[src/rtl/frame_tx_11.sv]
`default_nettype none
// ============================================================================
//  Module      : frame_tx_11
//  Description : Serial frame transmitter for the "11"-marker link. Accepts
//                a parallel word over valid/ready and sends it MSB first,
//                one bit per clock: sync marker "110", then the payload with
//                a 0 stuffed after every payload 1, then IDLE_GAP forced 0s.
//  Revision    : 1.0 - initial release
// ============================================================================
module frame_tx_11 #(
    parameter int WIDTH    = 8,
    parameter int IDLE_GAP = 2
) (
    input  logic             clk,
    input  logic             rst,
    input  logic [WIDTH-1:0] din,
    input  logic             din_valid,
    output logic             din_ready,
    output logic             sout,
    output logic             sout_en,
    output logic             busy,
    output logic             frame_done
);

    localparam int c_BIT_W = $clog2(WIDTH + 1);
    localparam int c_GAP_W = $clog2(IDLE_GAP + 1);

    localparam logic [c_BIT_W-1:0] c_BITCNT_INIT = c_BIT_W'(WIDTH);
    localparam logic [c_BIT_W-1:0] c_BITCNT_ONE  = c_BIT_W'(1);
    localparam logic [c_GAP_W-1:0] c_GAP_LAST    = c_GAP_W'(IDLE_GAP - 1);
    localparam logic [c_GAP_W-1:0] c_GAP_ONE     = c_GAP_W'(1);

    typedef enum logic [2:0] {
        S_IDLE  = 3'd0,
        S_SYNC1 = 3'd1,
        S_SYNC2 = 3'd2,
        S_SEP   = 3'd3,
        S_DATA  = 3'd4,
        S_STUFF = 3'd5,
        S_GAP   = 3'd6
    } state_t;

    state_t             r_state;
    state_t             w_state_nxt;
    logic [WIDTH-1:0]   r_shreg;
    logic [WIDTH-1:0]   w_shreg_nxt;
    logic [c_BIT_W-1:0] r_bitcnt;
    logic [c_BIT_W-1:0] w_bitcnt_nxt;
    logic [c_BIT_W-1:0] w_bitcnt_dec;
    logic [c_GAP_W-1:0] r_gapcnt;
    logic [c_GAP_W-1:0] w_gapcnt_nxt;

    assign w_bitcnt_dec = r_bitcnt - c_BITCNT_ONE;

    // State, shift register and counters; reset aborts any frame in flight.
    always_ff @(posedge clk or posedge rst) begin
        if (rst) begin
            r_state  <= S_IDLE;
            r_shreg  <= '0;
            r_bitcnt <= '0;
            r_gapcnt <= '0;
        end else begin
            r_state  <= w_state_nxt;
            r_shreg  <= w_shreg_nxt;
            r_bitcnt <= w_bitcnt_nxt;
            r_gapcnt <= w_gapcnt_nxt;
        end
    end

    // Next-state/datapath and output decode; outputs depend only on registers.
    always_comb begin
        w_state_nxt  = r_state;
        w_shreg_nxt  = r_shreg;
        w_bitcnt_nxt = r_bitcnt;
        w_gapcnt_nxt = r_gapcnt;
        din_ready    = 1'b0;
        busy         = 1'b1;
        sout         = 1'b0;
        sout_en      = 1'b0;
        frame_done   = 1'b0;

        case (r_state)
            S_IDLE: begin
                din_ready = 1'b1;
                busy      = 1'b0;
                if (din_valid) begin
                    w_state_nxt  = S_SYNC1;
                    w_shreg_nxt  = din;
                    w_bitcnt_nxt = c_BITCNT_INIT;
                end
            end
            S_SYNC1: begin
                sout        = 1'b1;
                sout_en     = 1'b1;
                w_state_nxt = S_SYNC2;
            end
            S_SYNC2: begin
                sout        = 1'b1;
                sout_en     = 1'b1;
                w_state_nxt = S_SEP;
            end
            S_SEP: begin
                sout_en     = 1'b1;
                w_state_nxt = S_DATA;
            end
            S_DATA: begin
                sout         = r_shreg[WIDTH-1];
                sout_en      = 1'b1;
                w_shreg_nxt  = r_shreg << 1;
                w_bitcnt_nxt = w_bitcnt_dec;
                // A payload 1 is always followed by a stuff 0, even the last bit.
                if (r_shreg[WIDTH-1]) begin
                    w_state_nxt = S_STUFF;
                end else if (w_bitcnt_dec == '0) begin
                    w_state_nxt  = S_GAP;
                    w_gapcnt_nxt = '0;
                end
            end
            S_STUFF: begin
                sout_en = 1'b1;
                if (r_bitcnt == '0) begin
                    w_state_nxt  = S_GAP;
                    w_gapcnt_nxt = '0;
                end else begin
                    w_state_nxt = S_DATA;
                end
            end
            S_GAP: begin
                if (r_gapcnt == c_GAP_LAST) begin
                    frame_done  = 1'b1;
                    w_state_nxt = S_IDLE;
                end else begin
                    w_gapcnt_nxt = r_gapcnt + c_GAP_ONE;
                end
            end
            default: begin
                w_state_nxt = S_IDLE;
            end
        endcase
    end

endmodule
`default_nettype wire
[config.mk]
export PLATFORM = sky130hd
export DESIGN_NAME = frame_tx_11
export DESIGN_NICKNAME = d
export VERILOG_FILES = /design/src/rtl/frame_tx_11.sv
export SDC_FILE = /design/constraint.sdc
export NUM_CORES = 1
export LEC_CHECK = 0
export CORE_MARGIN = 5
export CORE_UTILIZATION = 50
export CTS_CLUSTER_SIZE = 25
export DETAILED_ROUTE_END_ITERATION = 8
export DONT_BUFFER_PORTS = 1
export PLACE_DENSITY = 0.75
export SYNTH_ARGS = -nofsm -noshare
export SYNTH_HDL_FRONTEND = slang
export SYNTH_SLANG_ARGS = --single-unit
[constraint.sdc]
create_clock -name clk -period 1.74 [get_ports clk]
set_input_delay 0.522 -clock clk [delete_from_list [all_inputs] [get_ports clk]]
set_output_delay 0.522 -clock clk [all_outputs]
set_load 0.03 [all_outputs]
==> results_dict.tcl <==
set metrics [dict create \
    status "finished, violations left" \
    violations "setup timing" \
    fmax_ghz 0.5416 \
    dpl.hpwl_mm 1.502 \
    slew_violations 0 \
    cp-start-kind "flop" \
    gp_congestion 0.7881 \
    drcViolationCount 0 \
    die-area_mm2 0.003046 \
    syn_nets 124 \
    numCtsBuffers 3 \
    path_clk_slew_ps 100 \
    synth_cell_types 36 \
    cts_num_sinks 17 \
    synth_top_area_share_pct 41.67 \
    grt_max_degree 20 \
    synth-edff-count 0 \
    routedWlPerCell_um 13.74 \
    yosysSeqAreaShare_pct 41.67 \
    yosysWarnings 0 \
    max_slew_margin_pct 54.27 \
    final-hold-violation-count 0 \
    io_pins 16 \
    holdWs_ps 180.4 \
    clockBufferDepth 2 \
    slowest_stage "dfrtp_2" \
    ir_worst_vdd_uv 1664 \
    r2r-end "r_bitcnt[2]$_DFFE_PP0P_" \
    first_pass_iters 4 \
    grt_overflow 0 \
    start_util_pct 52.04 \
    synth_area_leaders "dfrtp_1, mux2i_1, nand2_1" \
    pwr_density_cell_mw_per_mm2 1996 \
    avgSynthCellArea_um2 9.282 \
    fp.dieH_um 55.19 \
    critPathRequiredTime_ps 1220 \
    fin_total_pwr_mw 2.468 \
    cts-root-buf "clkbuf_4" \
    syn_area_mm2 0.001021 \
    drt_iter0_markers 4 \
    grt_pass1_wl_mm 3.691 \
    fp.dieW_um 55.19 \
    rsz0062_at_grt "yes" \
    syn_to_final_growth_pct 21.08 \
    grt_pass1_vias 838 \
    core_area_mm2 0.001962 \
    timing.final.ws_setup_ps -106.5 \
    leakagePower_nw 0.5743 \
    use_met1_pct 21.79 \
    num_rows 16 \
    fin_skew_ps 4.852 \
    period_needed_ps 1847 \
    regToRegSetupSlack_ps 70 \
    clock_latency_ps 290 \
    r2r.worst_path.cells 7 \
    cp_num_cells 4 \
    num_antenna_cells 0 \
    cp_max_fo 7 \
    ys_ff_latch 17 \
    drive_gt1_share_pct 32.00 \
    synthArstFlopShare_pct 100.0 \
    top_usage_layer "met2" \
    yosysMostFrequentCell "dfrtp_1" \
    portBuffers 0 \
    wirelength_mm 2.088 \
    cpLargestDelayFamily "flip-flops" \
    synth_commonest_cells "dfrtp_1, nand2_1, o21ai_1, inv_1, mux2i_1" \
    maxCapViolations 0 \
    cts_tree "yes" \
    via_per_inst 5.520 \
    post-route-period-util_pct 106.1 \
    nets 140 \
    end_kind "output port" \
    vias 839 \
    cp-endpoint "sout" \
    htree_levels 1 \
    worstHoldPathType "in2async" \
    antenna_found_initial 0 \
    path_buf_inv 1 \
    synthCells 110 \
    postRouteAntennaNets 0 \
    dp_cells 142 \
    timing.rr.start "r_state[1]$_DFFE_PP0P_" \
    finalNonFillerCells 152 \
    setup-tns-final_ps -377.6 \
    setup_viol 5 \
    path_class "reg2out" \
    arrival_ps 1320 \
    track_usage_pct 17.31 \
    synth_flop_cell "dfrtp_1" \
    crit_path_max_incr_delay_ps 490 \
    grt_util_met3_pct 4.290 \
    fill_cells 171 \
    worst-slew-pin-transition_ps 685.9 \
    path_cells "nor2b_4 -> nand2_2 -> a21oi_2 -> buf_6" \
    global_route.usage.met2_pct 28.15 \
    synth_top_cell_by_area "dfrtp_1" \
    cp-startpoint "r_state[1]$_DFFE_PP0P_" \
]
## worst reg2reg max path, stage by stage, from the launching register on
cell and delay [ps]:
dfrtp_2 490, buf_6 150, buf_4 130, buf_4 120
nor2_1 120, o21ai_2 220, o21ai_1 210, o21ai_0 100
## sequential cells by signal, indices dropped and copies added, names as in the netlist
signal and flops:
r_shreg 8, r_bitcnt 4, r_state 3, r_gapcnt 2
## through the flow
stage	cell area [um2]	setup slack (ps)	utilization, %
final	1236	-106.5	63.01
after global routing	1236	-181.0	63.01
after CTS	1206	-92.65	61.48
after detailed placement	1116	50.04	56.89
after global placement	1116	102.2	56.89
after floorplan	1041	21.43	-
## routing by layer
layer,part of all wire (%),wire (um)
met1,42,880
met2,51,1069
met3,4.2,88
met4,2.4,51
met5,0,0
## how the worst min path moves through the flow
stage	to	slack, ps	cells past startpoint
floorplan	r_bitcnt[0]$_DFFE_PP0P_	450	1
global placement	r_shreg[5]$_DFFE_PP0P_	470	2
detailed placement	r_shreg[4]$_DFFE_PP0P_	480	2
CTS	r_shreg[0]$_DFFE_PP0P_	200	1
global route	r_shreg[3]$_DFFE_PP0P_	240	1
finish	r_shreg[0]$_DFFE_PP0P_	180	1
## where the power goes
group	internal, mW	total, mW	switching [mW]
registers	0.577	0.789	0.211
clock network	0.0856	0.216	0.131
logic	0.713	1.46	0.750
## area by class of cell
cell class	instances	area [um2]	area share (%)
flip-flops and latches	17	429.2	34.72
clock buffers	3	22.52	1.822
repair buffers	17	138.9	11.23
well taps	27	33.78	2.733
multi-input cells	80	580.6	46.96
clock inverters	1	5.005	0.4049
inverters	7	26.28	2.125
## cell families after synthesis
kind of cell,Yosys count,synth area share [%]
AOI/OAI and AO/OA,35,23.78
and+or+nand+nor,34,16.54
DFF,17,41.67
buffers and inverters,13,6.617
muxes,7,6.863
adders and majority gates,3,3.677
xor gates and xnor gates,1,0.8580
## cells in the final DEF, fill, tap and decap left out, drive strengths merged, types with 2 or more instances in the layout
master  synthesis  layout
mux2i           7       7
a21o            2       2
dfrtp          17      17
nor3b           2       2
a32o            2       2
or2             2       2
nor2b           2       2
o21ai          15      15
inv             7       7
nor2            6       6
nor3            3       3
ha              3       3
nand2          15      15
buf             6      17
clkbuf          0       3
a21oi           4       4
o21bai          2       2
## timing repair
item	4_1_cts	5_1_grt
hold buffers	0	0
endpoints found under the setup margin	5	9
setup buffers	4	2
resized for setup	12	4
pin swaps	0	1
hold endpoints to repair	0	0
No activity file was read; power rests on OpenSTA's default activity.
